--- config.mk ---
export PLATFORM = sky130hd
export DESIGN_NAME = serial_add_ctrl_flat
export DESIGN_NICKNAME = d
export VERILOG_FILES = /design/src/rtl/serial_add_ctrl_pkg.sv /design/src/rtl/serial_add_ctrl_if.sv /design/src/rtl/serial_add_ctrl_fa_cell.sv /design/src/rtl/serial_add_ctrl.sv /design/src/flat_wrapper.sv
export SDC_FILE = /design/constraint.sdc
export NUM_CORES = 1
export LEC_CHECK = 0
export CORE_ASPECT_RATIO = 1.4
export CORE_MARGIN = 1.5
export CORE_UTILIZATION = 52
export DETAILED_ROUTE_END_ITERATION = 10
export PLACE_DENSITY_LB_ADDON = 0.08
export SETUP_SLACK_MARGIN = 0.15
export SLEW_MARGIN = 40
export SYNTH_ARGS = -nofsm -noshare
export SYNTH_HDL_FRONTEND = slang
export SYNTH_HIERARCHICAL = 1
export SYNTH_SLANG_ARGS = --single-unit
--- constraint.sdc ---
create_clock -name clk -period 1.85 [get_ports clk]
set_clock_uncertainty 0.15 [all_clocks]
set_input_delay 0.4625 -clock clk [delete_from_list [all_inputs] [get_ports clk]]
set_output_delay 0.4625 -clock clk [all_outputs]
set_load 0.005 [all_outputs]
--- src/rtl/serial_add_ctrl_pkg.sv ---
// Shared types for the bit-serial add/subtract engine: FSM states and op encoding.
package serial_add_ctrl_pkg;

  typedef enum logic [1:0] {
    IDLE = 2'd0,
    RUN  = 2'd1,
    DONE = 2'd2
  } state_t;

  localparam logic OP_ADD = 1'b0;
  localparam logic OP_SUB = 1'b1;

endpackage

--- src/rtl/serial_add_ctrl_if.sv ---
// Start/done request bus between a requesting controller and the serial adder.
interface serial_add_if #(parameter int WIDTH = 8);
  logic             start;
  logic             sub;
  logic [WIDTH-1:0] a;
  logic [WIDTH-1:0] b;
  logic             busy;
  logic             done;
  logic [WIDTH-1:0] sum;
  logic             cout;
  logic             ovf;

  modport master (output start, sub, a, b, input busy, done, sum, cout, ovf);
  modport slave  (input start, sub, a, b, output busy, done, sum, cout, ovf);
endinterface

--- src/rtl/serial_add_ctrl_fa_cell.sv ---
// Combinational 1-bit full adder; the only arithmetic in the engine.
module fa_cell (
  input  logic x,
  input  logic y,
  input  logic cin,
  output logic s,
  output logic co
);
  assign s  = x ^ y ^ cin;
  assign co = (x & y) | (x & cin) | (y & cin);
endmodule

--- src/rtl/serial_add_ctrl.sv ---
// Bit-serial add/subtract controller: one full-adder cell, LSB first, one bit per clock.
module serial_add_ctrl
  import serial_add_ctrl_pkg::*;
#(
  parameter int WIDTH = 8
) (
  input  logic       clk,
  input  logic       rst_n,
  serial_add_if.slave bus
);
  localparam int CW = $clog2(WIDTH) + 1;

  state_t           state;
  logic [WIDTH-1:0] a_sr, b_sr, sum_sr;
  logic             carry;
  logic [CW-1:0]    cnt;
  logic             busy_q, done_q, cout_q, ovf_q;
  logic [WIDTH-1:0] sum_q;
  logic             s, c;

  fa_cell u_fa (.x(a_sr[0]), .y(b_sr[0]), .cin(carry), .s(s), .co(c));

  always_ff @(posedge clk or negedge rst_n) begin
    if (!rst_n) begin
      state  <= IDLE;
      a_sr   <= '0;
      b_sr   <= '0;
      sum_sr <= '0;
      carry  <= 1'b0;
      cnt    <= '0;
      busy_q <= 1'b0;
      done_q <= 1'b0;
      sum_q  <= '0;
      cout_q <= 1'b0;
      ovf_q  <= 1'b0;
    end else begin
      done_q <= 1'b0;
      case (state)
        IDLE: if (bus.start) begin
          // Subtract as A + ~B + 1: the +1 rides in on the initial carry.
          a_sr   <= bus.a;
          b_sr   <= (bus.sub == OP_SUB) ? ~bus.b : bus.b;
          carry  <= bus.sub;
          cnt    <= '0;
          busy_q <= 1'b1;
          state  <= RUN;
        end
        RUN: begin
          a_sr   <= a_sr >> 1;
          b_sr   <= b_sr >> 1;
          sum_sr <= {s, sum_sr[WIDTH-1:1]};
          carry  <= c;
          cnt    <= cnt + 1'b1;
          if (cnt == CW'(WIDTH - 1)) begin
            // Result registers load on the MSB edge so they are valid while done is high;
            // carry here is the carry into the MSB.
            busy_q <= 1'b0;
            done_q <= 1'b1;
            sum_q  <= {s, sum_sr[WIDTH-1:1]};
            cout_q <= c;
            ovf_q  <= carry ^ c;
            state  <= DONE;
          end
        end
        DONE:    state <= IDLE;
        default: state <= IDLE;
      endcase
    end
  end

  assign bus.busy = busy_q;
  assign bus.done = done_q;
  assign bus.sum  = sum_q;
  assign bus.cout = cout_q;
  assign bus.ovf  = ovf_q;

endmodule

--- src/flat_wrapper.sv ---
// flat-port wrapper written by rule: the top's interface ports become plain ports
module serial_add_ctrl_flat import serial_add_ctrl_pkg::*;
#(
  parameter int WIDTH = 8
)
  (clk, rst_n, bus_start, bus_sub, bus_a, bus_b, bus_busy, bus_done, bus_sum, bus_cout, bus_ovf);
  serial_add_if #(.WIDTH(WIDTH)) bus_i ();
  input  logic clk;
  input  logic rst_n;
  input wire logic [$bits(bus_i.start)-1:0] bus_start;
  input wire logic [$bits(bus_i.sub)-1:0] bus_sub;
  input wire logic [$bits(bus_i.a)-1:0] bus_a;
  input wire logic [$bits(bus_i.b)-1:0] bus_b;
  output wire logic [$bits(bus_i.busy)-1:0] bus_busy;
  output wire logic [$bits(bus_i.done)-1:0] bus_done;
  output wire logic [$bits(bus_i.sum)-1:0] bus_sum;
  output wire logic [$bits(bus_i.cout)-1:0] bus_cout;
  output wire logic [$bits(bus_i.ovf)-1:0] bus_ovf;
  assign bus_i.start = bus_start;
  assign bus_i.sub = bus_sub;
  assign bus_i.a = bus_a;
  assign bus_i.b = bus_b;
  assign bus_busy = bus_i.busy;
  assign bus_done = bus_i.done;
  assign bus_sum = bus_i.sum;
  assign bus_cout = bus_i.cout;
  assign bus_ovf = bus_i.ovf;
  serial_add_ctrl #(.WIDTH(WIDTH)) u_core (.clk(clk), .rst_n(rst_n), .bus(bus_i));
endmodule
=== After elaboration in Yosys (flattened, before gate mapping) ===
Index checks and enable logic that the tools add are counted.
W data, S select, Z words.

* Flip-flop bits (word level): 43
* Bits in latches: 0
* Memory bits (writable): 0
* ROM bits: 0
* Bits of input ports: 20
* Logic and storage cells: 48
* Memories: 0

* Add/sub/neg operators: 1
* Multiply operators: 0
* Divide/modulo/power cells: 0
* Magnitude comparators: 0
* Equal/unequal tests: 4
* Shifts and indexed selects: 0
* Mux-type cells: 17
* Bitwise operators: 9
* Reduce and logical (&&, ||, !) cells: 6

{| class="wikitable"
|+ Operators with widths
! operator !! number
|-
| $pmux W8 S2 || 2
|-
| $mux W8 || 3
|-
| $not A8 Y8 || 1
|-
| $pmux W4 S2 || 1
|-
| $reduce_and A2 Y1 || 3
|-
| $mux W1 || 5
|-
| $add A4 B1 Y4 const B || 1
|-
| $eq A4 B3 Y1 const B || 1
|-
| $mux W2 || 2
|-
| $mux W4 || 1
|-
| $pmux W1 S2 || 2
|-
| $pmux W2 S2 || 1
|-
| $and A1 B1 Y1 || 3
|-
| $reduce_and A3 Y1 || 1
|-
| $xor A1 B1 Y1 || 3
|-
| $eq A2 B1 Y1 const B || 1
|-
| $logic_not A2 Y1 || 1
|-
| $ne A2 B1 Y1 const B || 1
|-
| $ne A2 B2 Y1 const B || 1
|-
| $or A1 B1 Y1 || 2
|-
| $reduce_bool A2 Y1 || 1
|}

=== Logic depth before layout (Yosys ltp) ===
Gate-level depths: netlist (run 1).

* Depth after elaboration: 4
* Mapped depth: 5
* Gate-level depth less buffers: 4

=== Hierarchy ===
The synthesis (run 1) kept the hierarchy.

{| class="wikitable"
|+ By module, submodules not included
! module !! times used !! cells an instance !! area each (µm²)
|-
| serial_add_ctrl || 1 || 169 || 1830.5
|-
| fa_cell || 1 || 1 || 20.0
|}

=== Worst setup path after synthesis (run 1) ===
Ideal clock, no wire load.

* Kind: reg-to-reg
* Start point: register u_core.state[1]
* End point: register u_core.cout_q (netlist: u_core/bus.cout)
* Arrival time: 1.330 ns
* Data required time: 1.575 ns
* Slack: 0.245 ns
* Cell stages (with the launch flop): 6
* Clock period less this slack: 1.605 ns
* Cells stage by stage: dfrtp_1 -> nand2b_1 -> buf_4 -> nor3_4 -> buf_6 -> mux2_2

* Longest elaborated chain between the ends: 2

{| class="wikitable"
|+ RTL lines
! item !! RTL line !! RTL
|-
| from (decl) || serial_add_ctrl.sv:13 || <nowiki>state_t state;</nowiki>
|-
| from (signal assigned) || serial_add_ctrl.sv:25 || <nowiki>state <= IDLE;</nowiki>
|-
| from (signal assigned) || serial_add_ctrl.sv:46 || <nowiki>state <= RUN;</nowiki>
|-
| from (signal assigned) || serial_add_ctrl.sv:62 || <nowiki>state <= DONE;</nowiki>
|-
| $eq A2 B1 Y1 || serial_add_ctrl.sv:38 || <nowiki>case (state)</nowiki>
|-
| $reduce_and A2 Y1 (no line) || -- ||
|-
| to (signal assigned) || serial_add_ctrl.sv:34 || <nowiki>cout_q <= 1'b0;</nowiki>
|-
| to (signal assigned) || serial_add_ctrl.sv:60 || <nowiki>cout_q <= c;</nowiki>
|-
| to (decl) || serial_add_ctrl.sv:17 || <nowiki>logic busy_q, done_q, cout_q, ovf_q;</nowiki>
|}

No other way between the ends.
A chain may end at the register's enable or synchronous reset.

=== Final worst setup path (run 1) ===
* Start point: register u_core.cnt[1]
* End point: register u_core.sum_q[2] (netlist: u_core/bus.sum[2])

* Longest elaborated chain between the ends: 2

{| class="wikitable"
|+ RTL lines
! item !! RTL line !! RTL
|-
| from (decl) || serial_add_ctrl.sv:16 || <nowiki>logic [CW-1:0] cnt;</nowiki>
|-
| from (signal assigned) || serial_add_ctrl.sv:53 || <nowiki>cnt <= cnt + 1'b1;</nowiki>
|-
| $eq A4 B3 Y1 || serial_add_ctrl.sv:54 || <nowiki>if (cnt == CW'(WIDTH - 1)) begin</nowiki>
|-
| $reduce_and A2 Y1 (no line) || -- ||
|-
| to (signal assigned) || serial_add_ctrl.sv:59 || <nowiki>sum_q <= {s, sum_sr[WIDTH-1:1]};</nowiki>
|-
| to (decl) || serial_add_ctrl.sv:18 || <nowiki>logic [WIDTH-1:0] sum_q;</nowiki>
|}

No other way between the ends.

==> impl_metrics.tcl, run 1 <==
set metrics [dict create \
    syn_area_um2 1850 \
    vdd_drop_max_uv 931 \
    grt_pass1_wl_mm 6.13 \
    fp.dieW_um 53.4 \
    status "finished clean" \
    avgViaCountPerCell 5.50 \
    clockPowerShare 0.183 \
    clockBufferDepth 2 \
    die_area_um2 3930 \
    yosys_register_bits 42 \
    clk_pin_slew_ns 0.08 \
    rr_startpoint "u_core/cnt[1]$_DFFE_PN0P_" \
    rr_worst_depth 5 \
    grt_max_degree 28 \
    endpoint_kind "flip-flop" \
    post_drt_wl_per_cell_um 14.3 \
    ant_nets 0 \
    required_ns 1.88 \
    cts_tree "yes" \
    rrSetupSlack_ns 0.23 \
    nFillCells 285 \
    power_switching_w 0.00111 \
    cp_max_fo 11 \
    grt_overflow 0 \
    leakage_nw 1.13 \
    drt_iter0_drc 20 \
    gp_congestion 0.732 \
    num-nets-final 239 \
    post-place-ws_ns -0.120 \
    rows 25 \
    coreArea_um2 3380 \
    p_per_area_nw_per_um2 1390 \
    design_power_total_w 0.00334 \
    startpoint_type "flip-flop" \
    syn_to_final_growth_pct 29.9 \
    p_sw_frac 0.333 \
    final_util 0.711 \
    multi_input_area_um2 739 \
    die_h_um 73.6 \
    synth_edf_count 0 \
    ios 32 \
    drc 0 \
    wl_mm 3.68 \
    cp.arrival_ns 1.65 \
    comb_power_share 0.368 \
    fin_crit_sh 0.877 \
    syn_nets 192 \
    hold_path.class "reg2reg" \
    period_needed_ns 1.62 \
    synth_flop_cell "dfrtp_1" \
    root_buffer "clkbuf_8" \
    htreeDepth 2 \
    hold_viol 0 \
    drv_cap 0 \
    setup.worst_path.class "reg2reg" \
    intPower_w 0.00223 \
    ff_latch_area_um2 1050 \
    dr.pass1.iters 4 \
    ys_warn_count 6 \
    fmax_mhz 616 \
    port_buffers 31 \
    track_usage 0.215 \
    startpoint "u_core/cnt[1]$_DFFE_PN0P_" \
    avgSynthCellArea_um2 10.9 \
    worstSkewPairLatency_ns 0.29 \
    slew_headroom 0.738 \
    drv_slew 0 \
    antenna_found_initial 0 \
    initial_core_util 0.548 \
    synth_cell_types 29 \
    worstReg2RegEnd "u_core/bus.sum[2]$_DFFE_PN0P_" \
    first_global_vias 1400 \
    dp_hpwl_mm 2.72 \
    drive_gt1_frac 0.193 \
    tightest_slew_ns 0.393 \
    async_reset_ff_frac 1.00 \
    ys_seq_area_frac 0.568 \
    cts_buffers 5 \
    seqPwrFrac 0.448 \
    fin_ws_ns 0.227 \
    setup_violations 0 \
    worstSetupEndpoint "u_core/bus.sum[2]$_DFFE_PN0P_" \
    hold_start "u_core/b_sr[7]$_DFFE_PN0P_" \
    num_antenna_cells 0 \
    rsz0062_at_grt "no" \
    via_count 1420 \
    synth_cells 170 \
    clock_sinks 42 \
]
[worst min path at each step]
stage                               endpoint  slack, ns  cells past startpoint
2_1_floorplan     u_core/a_sr[0]$_DFFE_PN0P_       0.02                      0
3_3_place_gp   u_core/bus.sum[5]$_DFFE_PN0P_       0.25                      1
3_5_place_dp       u_core/cnt[3]$_DFFE_PN0P_       0.26                      1
4_1_cts         u_core/sum_sr[1]$_DFFE_PN0P_       0.34                      2
5_1_grt         u_core/sum_sr[5]$_DFFE_PN0P_       0.37                      2
6_report          u_core/b_sr[7]$_DFFE_PN0P_       0.34                      2
[state kept, by name (all words and copies together), names as in the netlist]
name and count:
u_core/a_sr 8, u_core/bus.cout 1, u_core/state 2, u_core/bus.busy 1, u_core/b_sr 8, u_core/carry 1
u_core/bus.ovf 1, u_core/sum_sr 7, u_core/bus.done 1, u_core/cnt 4, u_core/bus.sum 8
[synth_stat cells, types with 2 or more instances]
library cell | instances | area [um2]
a21oi_1 | 5 | 25.0
a22o_1 | 2 | 17.5
a22oi_1 | 9 | 67.6
buf_2 | 6 | 30.0
dfrtp_1 | 42 | 1050
inv_1 | 2 | 7.51
mux2_2 | 11 | 124
nand2_1 | 44 | 165
nor2_1 | 5 | 18.8
nor2b_1 | 5 | 31.3
o21ai_0 | 9 | 45.0
o221ai_1 | 6 | 52.6
xnor2_1 | 8 | 70.1
[critical path, stage by stage (launching register included)]
cell and delay [ns]:
dfrtp_1 0.36, ha_1 0.21, nand2_2 0.10, nor3_4 0.19, buf_12 0.17, mux2_2 0.33
[cells in the final DEF, fill, tap and decap left out, types with 8 or more instances in the layout]
master and count:
dfrtp_1 42, xnor2_1 8, o21ai_0 9, dlygate4sd2_1 12, a22oi_1 9, buf_4 16, mux2_2 11, clkdlybuf4s50_1 18
nand2_1 43
[power by group through the flow]
stage / sequential (W) / clock [W] / combinational [W]
final: 0.00150 / 0.000612 / 0.00123
after global routing: 0.00154 / 0.000666 / 0.00137
after CTS: 0.00150 / 0.000630 / 0.00125
after detailed placement: 0.00154 / 0 / 0.00123
after global placement: 0.00152 / 0 / 0.00116
after floorplan: 0.00149 / 0 / 0.000714
[layer usage]
layer	vias up	part of all wire	GRT usage
met5	-	0	0
met4	0	0.016	0.0855
met3	6	0.038	0.0488
met2	29	0.54	0.366
met1	709	0.41	0.256
li1	676	-	-
[metrics by stage]
| step | setup TNS (ns) | hold slack [ns] | instances | area [um2] |
|---|---|---|---|---|
| after floorplan | 0 | 0.0169 | 170 | 1850 |
| after global placement | 0 | 0.252 | 244 | 2270 |
| after detailed placement | -0.578 | 0.263 | 244 | 2270 |
| after CTS | 0 | 0.341 | 258 | 2400 |
| after global routing | 0 | 0.366 | 258 | 2400 |
| final | 0 | 0.342 | 258 | 2400 |
[area by class of cell]
class / count / share of cell area
sequential: 42 / 0.437
multi-input combinational: 116 / 0.308
timing repair buffer: 50 / 0.192
clock buffer: 6 / 0.0344
tap: 40 / 0.0208
clock inverter: 2 / 0.00521
inverter: 2 / 0.00312
[cells by family (layout without fill, tap and decap cells)]
logic type                 count (synthesis)  in the layout  share of synthesized area
AOI/OAI and AO/OA                         36             36                      0.136
buffers and inverters                     12             60                     0.0352
and+or+nand+nor                           58             58                      0.134
DFF                                       42             42                      0.568
muxes                                     11             11                     0.0669
adders and majority gates                  2              2                     0.0176
xor gates and xnor gates                   9              9                     0.0426
[what timing repair did]
action / CTS / global route
pin swaps: 1 / 1
hold endpoints to repair: 15 / 0
hold buffers: 1 / 0
gates resized for setup: 13 / 1
setup buffers: 5 / 0
setup endpoints to repair: 22 / 15
Power figures use the tool's default switching activity.
==> run 2, diff against run 1 <==
--- a/config.mk
+++ b/config.mk
@@ -7,7 +7,7 @@
 export LEC_CHECK = 0
 export CORE_ASPECT_RATIO = 1.4
 export CORE_MARGIN = 1.5
-export CORE_UTILIZATION = 52
+export CORE_UTILIZATION = 40
 export DETAILED_ROUTE_END_ITERATION = 10
 export PLACE_DENSITY_LB_ADDON = 0.08
 export SETUP_SLACK_MARGIN = 0.15
==> run 2 against run 1 <==
Via count fell by 2.8%. Sequential cell count did not move. Power fell by 3.9%. Largest cell class unchanged. Final area fell by 1.7%. Clock power fell by 9.8%. Register-to-register slack improved by 0.02 ns. Worst hold slack got worse by 0.27 ns. Die area rose by 28%. Sequential power barely moved. Core utilization fell by 19 points. Setup slack improved by 0.018 ns. Fmax rose by 1.1%.
==> impl_metrics.tcl, run 2 (same netlist as run 1, synthesis figures left out) <==
set metrics [dict create \
    htreeDepth 2 \
    drv_cap 0 \
    dr.pass1.iters 5 \
    port_buffers 31 \
    track_usage 0.166 \
    antenna_found_initial 0 \
    tightest_slew_ns 0.526 \
    clk_pin_slew_ns 0.08 \
    cp.arrival_ns 1.64 \
    fin_ws_ns 0.245 \
    endpoint_kind "flip-flop" \
    cts_tree "yes" \
    drc 0 \
    rsz0062_at_grt "no" \
    gp_congestion 0.728 \
    final_common_cell "nand2_1" \
    clockBufferDepth 2 \
    fp.dieW_um 60.5 \
    drt_iter0_drc 41 \
    finalNonFillerCells 274 \
    via_count 1380 \
    dpl_cell_area_um2 2280 \
    worstSkewPairLatency_ns 0.29 \
    post_drt_wl_per_cell_um 13.0 \
    p_per_area_nw_per_um2 1360 \
    dp_hpwl_mm 2.49 \
    setup_violations 0 \
    first_global_vias 1386 \
    syn_to_final_growth_pct 27.7 \
    die_h_um 83.5 \
    cts_buffers 5 \
    root_buffer "clkbuf_8" \
    grt_max_degree 43 \
    stdcell_area_um2 2360 \
    crit_chain "fa_1 -> xor2_1 -> mux2_2" \
    ant_nets 0 \
    rows 29 \
    die_area_um2 5050 \
    drive_gt1_frac 0.175 \
    clock_sinks 42 \
    grt_overflow 0 \
    wl_mm 3.57 \
    dp.cells 265 \
    leakage_nw 1.10 \
    layout_common_cells "43 x nand2_1, 42 x dfrtp_1, 18 x clkdlybuf4s50_1" \
    drv_slew 0 \
    whs_ns 0.0754 \
    cp_max_fo 3 \
    fin_crit_sh 0.868 \
    grt_pass1_wl_mm 6.27 \
    status "finished clean" \
    initial_core_util 0.411 \
    crit_path_max_incr_delay_ns 0.48 \
    startpoint_type "flip-flop" \
    fmax_mhz 623 \
    required_ns 1.88 \
    vdd_drop_max_uv 693 \
    slowest_stage "fa_1" \
    hold_viol 0 \
    coreArea_um2 4500 \
    ios 32 \
    setup.worst_path.class "reg2reg" \
    hold_path.class "in2async" \
    slew_headroom 0.649 \
    post-place-ws_ns -0.111 \
    num-nets-final 234 \
    avgViaCountPerCell 5.04 \
    num_antenna_cells 0 \
    period_needed_ns 1.61 \
]
run 2: stage by stage:
stage,util,setup TNS (ns),power (W)
detailed placement,0.506,-0.359,0.00274
CTS,0.522,0,0.00324
global placement,0.506,0,0.00269
floorplan,-,0,0.00220
finish,0.525,0,0.00321
global route,0.525,0,0.00348
run 2: per-layer routing:
metal  up-vias  share of wire  GRT usage
li1        665              -          -
met1       675           0.41      0.189
met2        32           0.52      0.283
met3         8          0.043     0.0465
met4         0          0.020     0.0672
met5         -              0          0
run 2: power breakdown:
group | switching (W) | internal [W] | total [W] | leakage (nW)
Clock | 0.000299 | 0.000253 | 0.000552 | 0.0438
Sequential | 0.000230 | 0.00127 | 0.00150 | 0.543
Combinational | 0.000538 | 0.000619 | 0.00116 | 0.510
run 2: final timing paths:
| check | start | to | slack, ns | depth (start not counted) |
|---|---|---|---|---|
| hold / removal | rst_n | u_core/bus.sum[4]$_DFFE_PN0P_ | 0.08 | 2 |
| setup / recovery | u_core/b_sr[0]$_DFFE_PN0P_ | u_core/bus.ovf$_DFFE_PN0P_ | 0.24 | 3 |
| min in group clk | u_core/sum_sr[1]$_DFFE_PN0P_ | u_core/sum_sr[1]$_DFFE_PN0P_ | 0.33 | 2 |
| hold reg to reg | u_core/sum_sr[1]$_DFFE_PN0P_ | u_core/sum_sr[1]$_DFFE_PN0P_ | 0.33 | 2 |
| max in group asynchronous | rst_n | u_core/a_sr[1]$_DFFE_PN0P_ | 1.11 | 2 |
| setup reg to reg | u_core/b_sr[0]$_DFFE_PN0P_ | u_core/bus.ovf$_DFFE_PN0P_ | 0.24 | 3 |
run 2: worst max-delay path: cells and delay by family, from the launching register on:
family,cells,cell delay (ns)
XOR/XNOR,1,0.18
multiplexers,1,0.26
flip-flops,1,0.42
adder cells (fa/ha/maj),1,0.48
run 2: layout make-up:
type | count | area, um2
clock buffer | 5 | 68.8
sequential | 42 | 1050
fill | 450 | 2140
timing repair buffer | 45 | 408
inverter | 2 | 7.51
clock inverter | 2 | 10.0
multi-input combinational | 116 | 739
tap | 62 | 77.6
run 2: timing repair:
action / CTS / global route
setup buffers: 1 / 1
pin swaps: 0 / 0
endpoints found under the setup margin: 12 / 11
resized for setup: 12 / 2
hold buffers: 0 / 0
==> run 3, diff against run 2 <==
--- a/config.mk
+++ b/config.mk
@@ -5,13 +5,12 @@
 export SDC_FILE = /design/constraint.sdc
 export NUM_CORES = 1
 export LEC_CHECK = 0
-export CORE_ASPECT_RATIO = 1.4
 export CORE_MARGIN = 1.5
 export CORE_UTILIZATION = 40
 export DETAILED_ROUTE_END_ITERATION = 10
 export PLACE_DENSITY_LB_ADDON = 0.08
 export SETUP_SLACK_MARGIN = 0.15
-export SLEW_MARGIN = 40
+export SLEW_MARGIN = 20
 export SYNTH_ARGS = -nofsm -noshare
 export SYNTH_HDL_FRONTEND = slang
 export SYNTH_HIERARCHICAL = 1
==> constraint.sdc (replaced) <==
create_clock -name clk -period 1.39 [get_ports clk]
set_clock_uncertainty 0.15 [all_clocks]
set_input_delay 0.3475 -clock clk [delete_from_list [all_inputs] [get_ports clk]]
set_output_delay 0.3475 -clock clk [all_outputs]
set_load 0.005 [all_outputs]
==> run 3 against run 2 <==
Sequential power is 33% higher. Fmax increased by 5.3%. Wire length rose by 16%. Die area is 0.12% lower. The run now ends with negative setup slack left. Register-to-register slack got worse by 0.38 ns. Setup slack worse by 0.38 ns. Critical endpoint is now u_core/bus.sum[6]$_DFFE_PN0P_. Via count is 7.7% higher. Clock power increased by 110%. Cell count is 6.6% higher.
==> impl_metrics.tcl, run 3 (same netlist as run 1, synthesis figures left out) <==
set metrics [dict create \
    status "complete, but fails checks" \
    violations "negative setup slack" \
    syn_to_final_growth_pct 55.4 \
    final_common_cell "dfrtp_1" \
    antenna_found_initial 0 \
    fin_crit_sh 1.10 \
    avgViaCountPerCell 5.09 \
    cts_buffers 5 \
    ios 32 \
    wl_mm 4.13 \
    nFillCells 334 \
    rsz0062_at_grt "yes" \
    p_per_area_nw_per_um2 1950 \
    fin_tns_setup_ns -1.30 \
    fmax_mhz 656 \
    hold_start "u_core/sum_sr[1]$_DFFE_PN0P_" \
    coreArea_um2 4410 \
    clk_pin_slew_ns 0.08 \
    seqPwrFrac 0.356 \
    intPower_w 0.00383 \
    num-nets-final 261 \
    required_ns 1.41 \
    worstSkewPairLatency_ns 0.29 \
    dp.cells 271 \
    ant_nets 0 \
    power_switching_w 0.00179 \
    die_area_um2 5040 \
    final_util 0.652 \
    grt_max_degree 43 \
    grt_overflow 0 \
    clock_sinks 42 \
    slew_headroom 0.847 \
    track_usage 0.177 \
    clockBufferDepth 2 \
    setup_violations 12 \
    grt_pass1_wl_mm 7.16 \
    gp_congestion 0.820 \
    drc 0 \
    post_drt_wl_per_cell_um 14.2 \
    dp_hpwl_mm 2.68 \
    design_power_total_w 0.00562 \
    initial_core_util 0.419 \
    drv_cap 0 \
    die_h_um 71.0 \
    startpoint "u_core/cnt[0]$_DFFE_PN0P_" \
    finalNonFillerCells 292 \
    tightest_slew_ns 0.228 \
    drv_slew 0 \
    leakage_nw 1.34 \
    drt_iter0_drc 36 \
    dr.pass1.iters 3 \
    clockPowerShare 0.210 \
    drive_gt1_frac 0.496 \
    worstSetupEndpoint "u_core/bus.sum[6]$_DFFE_PN0P_" \
    fin_ws_ns -0.134 \
    rows 24 \
    period_needed_ns 1.52 \
    cp.arrival_ns 1.55 \
    via_count 1486 \
    rr_startpoint "u_core/cnt[0]$_DFFE_PN0P_" \
    p_sw_frac 0.318 \
    first_global_vias 1561 \
    num_antenna_cells 0 \
    cts_tree "yes" \
    cp_max_fo 12 \
    comb_power_share 0.435 \
    vdd_drop_max_uv 922 \
    port_buffers 31 \
    htreeDepth 2 \
    rr_worst_depth 5 \
    startpoint_type "flip-flop" \
    layout_common_cells "42 x dfrtp_1, 26 x nand2_1, 21 x buf_4" \
    hold_path.class "reg2reg" \
    hold_viol 0 \
    worstReg2RegEnd "u_core/bus.sum[6]$_DFFE_PN0P_" \
    rrSetupSlack_ns -0.13 \
    endpoint_kind "flip-flop" \
    setup.worst_path.class "reg2reg" \
    root_buffer "clkbuf_8" \
    fp.dieW_um 71.0 \
]
-- run 3: cell types whose count changed in the layout (fill, tap and decap cells not counted), moves of 5 or more --
| cell | before | now |
|---|---|---|
| a22oi_1 | 9 | 4 |
| a22oi_2 | 0 | 5 |
| buf_2 | 1 | 13 |
| buf_4 | 13 | 21 |
| buf_6 | 0 | 14 |
| dlygate4sd2_1 | 12 | 1 |
| nand2_1 | 43 | 26 |
| nand2_2 | 1 | 15 |
| o21ai_0 | 9 | 0 |
| o21ai_1 | 0 | 6 |
| o221ai_1 | 6 | 0 |
| o221ai_2 | 0 | 6 |
-- run 3: worst min path at each step --
stage          cells past startpoint                             to  slack, ns
3_5_place_dp                       2  u_core/bus.sum[4]$_DFFE_PN0P_       0.19
3_3_place_gp                       2  u_core/bus.sum[5]$_DFFE_PN0P_       0.19
2_1_floorplan                      0     u_core/a_sr[0]$_DFFE_PN0P_       -0.1
5_1_grt                            2   u_core/sum_sr[1]$_DFFE_PN0P_       0.36
4_1_cts                            2   u_core/sum_sr[1]$_DFFE_PN0P_       0.34
6_report                           2   u_core/sum_sr[1]$_DFFE_PN0P_       0.34
-- run 3: power by group through the flow --
stage	sequential, W	combinational (W)	clock, W
after floorplan	0.00199	0.000987	0
after global placement	0.00196	0.00188	0
after detailed placement	0.00199	0.00193	0
after CTS	0.00198	0.00225	0.00121
after global routing	0.00206	0.00266	0.00127
final	0.00200	0.00244	0.00118
-- run 3: per-layer routing --
layer / share of wire / track usage
met1: 0.44 / 0.224
met2: 0.51 / 0.294
met3: 0.033 / 0.0385
met4: 0.021 / 0.0776
met5: 0 / 0
-- run 3: critical path: stages (launching register included) --
cell and delay [ns]:
dfrtp_1 0.36, ha_2 0.19, nand2_2 0.07, nor3_4 0.14
buf_12 0.16, mux2_2 0.33
-- run 3: timing repair --
action / CTS / global route
cloned: 1 / 0
pin swaps: 28 / 27
hold buffers: 1 / 0
endpoints found under the hold margin: 42 / 0
gates resized for setup: 95 / 27
setup endpoints to repair: 52 / 53
setup buffers: 9 / 2
-- run 3: area by class of cell --
class / count / area (um2) / area share
Clock inverter: 2 / 60.1 / 0.0209
Multi-Input combinational cell: 117 / 961 / 0.334
Sequential cell: 42 / 1050 / 0.365
Timing Repair Buffer: 71 / 649 / 0.226
Inverter: 2 / 7.51 / 0.00261
Tap cell: 52 / 65.1 / 0.0226
Clock buffer: 6 / 82.6 / 0.0287
-- run 3: per-stage QoR --
stage | worst slack (ns) | cell area [um2] | hold WS (ns)
finish | -0.134 | 2880 | 0.336
global route | -0.199 | 2880 | 0.361
CTS | -0.135 | 2780 | 0.336
detailed placement | -0.426 | 2430 | 0.190
global placement | -0.320 | 2430 | 0.186
floorplan | -0.189 | 1870 | -0.0981
==> RTL change: new RTL, settings of run 1 <==
The 3 states of `state_t` get a one-hot encoding in 3 bits.
--- a/src/rtl/serial_add_ctrl_pkg.sv
+++ b/src/rtl/serial_add_ctrl_pkg.sv
@@ -1,10 +1,10 @@
 // Shared types for the bit-serial add/subtract engine: FSM states and op encoding.
 package serial_add_ctrl_pkg;
 
-  typedef enum logic [1:0] {
-    IDLE = 2'd0,
-    RUN  = 2'd1,
-    DONE = 2'd2
+  typedef enum logic [2:0] {
+    IDLE = 3'b001,
+    RUN  = 3'b010,
+    DONE = 3'b100
   } state_t;
 
   localparam logic OP_ADD = 1'b0;
Formal check against the unedited RTL: same outputs for any inputs over 10 cycles, from zero or initial values and one cycle with rst_n low; not proved beyond that.
==> RTL change against run 1 <==
Die area rose by 2.8%. Via count fell by 8.2%. First-iteration DRC count rose by 65%. Setup slack got worse by 94 ps. Largest power group unchanged. Sequential cell count rose by 1. Non-clock buffer count rose by 1. Critical endpoint is now u_core/b_sr[0]. Final area rose by 6.9%. Power fell by 4.4%. Sequential power fell by 3%. Largest cell class unchanged. Cell count fell by 7.8%. Count of clock-buffer cells in the layout rose by 1. Area after synthesis rose by 2.9%. Wire length rose by 4.8%. Core utilization rose by 3.5 points.
==> RTL change: results (changes against run 1) <==
Run status
  • Run status: complete, no violations

Clock network
  • # H-tree levels: 2 (unchanged)
  • CTS Buf Count: 5 (unchanged)
  • Clock buffer depth: 2 (unchanged)
  • Clk slew on worst S/H paths: 80 ps (about the same)
  • Clock root cell: clkbuf_8
  • Worst-Skew Late Latency: 290 ps (about the same)

Timing
  • Slew margin rel.: 0.718 (-0.0202)

Placed design
  • DP Wirelength: 2.29 mm (-16%)
  • Gpl congestion: 0.707 (-3.5%)
  • Dpl cell area: 0.00230 mm^2 (+1.3%)
  • Port Buffers: 31 (unchanged)

Setup path
  • Max incr delay on CP: 560 ps (+200 ps)
  • Crit-path max FO: 5 (-6)
  • Slowest cell on the critical path: dfstp_2
  • Cell family with most CP delay: flip-flops
  • Critical path data arrival time: 1730 ps (+80 ps)

Final layout
  • Fill cells: 250 (-12%)
  • Nets@finish: 219 (-8.4%)
  • Fraction of layout cells with a size suffix above 1: 0.273 (+0.0801)
  • N_diodes: 0 (unchanged)

Detailed routing
  • DRC errors left: 0 (unchanged)
  • Met2 routed WL: 2.07 mm (+4.7%)
  • First-pass DRT Iterations: 4 (unchanged)
  • Met3 routed WL: 190 um (+37%)
  • Final wirelength: 3.86 mm (+4.8%)
  • Vias post-DR: 1,303 (-8.2%)
  • Top sig layer: met4
  • Met1 Routed Length: 1.51 mm (+0.67%)
  • DR iter-0 viols: 33 (+65%)

Power
  • Design Power: 3.20 mW (-4.4%)
  • Net switching power: 990 uW (-11%)
  • Comb pwr share: 0.345 (-0.023)
  • Clk pwr: 645 uW (+5.4%)
  • Leak: 1.19 nW (+5.5%)
  • Peak VDD IR: 1.01 mV (+8.5%)

Yosys
  • YS warnings: 6 (unchanged)
  • Synth area leaders: dfrtp_1 55%, mux2_2 11%, mux2i_1 9.5%
  • Register area share after synthesis: 0.566 (-0.00225)
  • Cell variety after synth: 26 (-10%)
  • Synth async-reset ratio: 1.00 (unchanged)
  • Post-Syn Nets: 171 (-11%)
  • Synth top cells by count: 42 x dfrtp_1, 19 x mux2_2, 18 x mux2i_1

Global routing
  • Grt met3 use: 0.0361 (-0.0126)
  • Largest net degree at the start of global routing: 49 (+75%)
  • Vias in the first global route: 1,233 (-12%)
  • First-pass GRT wire length: 5.35 mm (-13%)
  • Gr usage total: 0.182 (-0.0328)
  • Initial antenna violation count: 0 (unchanged)
  • Met1 Track Usage GR: 0.214 (-0.0417)
  • Routing usage on met2: 0.320 (-0.0463)

Min path
  • Min-Delay Path Class: register to register
## RTL change: logic make-up after synthesis
kind of cell	after synthesis	share of synthesized area
and+or+nand+nor	29	0.0802
buffers and inverters	10	0.0335
adders and majority gates	2	0.0171
AOI/OAI and AO/OA	19	0.0552
DFF	43	0.566
muxes	37	0.207
xor gates and xnor gates	9	0.0414
## RTL change: metrics by stage
stage | std cells | setup slack (ps) | util | hold slack (ps)
after floorplan | 149 | 246 | - | 16.9
after global placement | 218 | -92.9 | 0.668 | 271
after detailed placement | 218 | -132 | 0.668 | 275
after CTS | 232 | 149 | 0.709 | 344
after global routing | 238 | 29.0 | 0.747 | 369
final | 238 | 132 | 0.747 | 340
## RTL change: worst paths after layout
check / endpoint / cells past startpoint / start / slack [ps]
max: u_core/b_sr[0] / 4 / u_core/state[0] / 130
min: u_core/a_sr[5] / 2 / u_core/a_sr[6] / 340
max reg2reg: u_core/b_sr[0] / 4 / u_core/state[0] / 130
min reg2reg: u_core/a_sr[5] / 2 / u_core/a_sr[6] / 340
max in group asynchronous: u_core/sum_sr[6] / 3 / rst_n / 520
min in group asynchronous: u_core/state[1] / 2 / rst_n / 480
## RTL change: what timing repair did
item | CTS | global route
hold buffers | 1 | 0
endpoints found under the setup margin | 21 | 24
pin swaps | 1 | 2
gates resized for setup | 13 | 5
setup buffers | 5 | 2
hold endpoints to repair | 17 | 0
gates cloned | 0 | 4
## RTL change: area by class of cell
class | count | area (um^2) | area share
tap | 40 | 50.0 | 0.0195
sequential | 43 | 1080 | 0.419
timing repair buffer | 51 | 557 | 0.217
clock buffer | 7 | 96.3 | 0.0375
multi-input combinational | 96 | 782 | 0.304
clock inverter | 1 | 7.51 | 0.00292
## RTL change: worst min-delay path: stages (launching register included)
cell	delay (ps)
dfrtp_1	350
nand2_1	50
o21ai_0	60
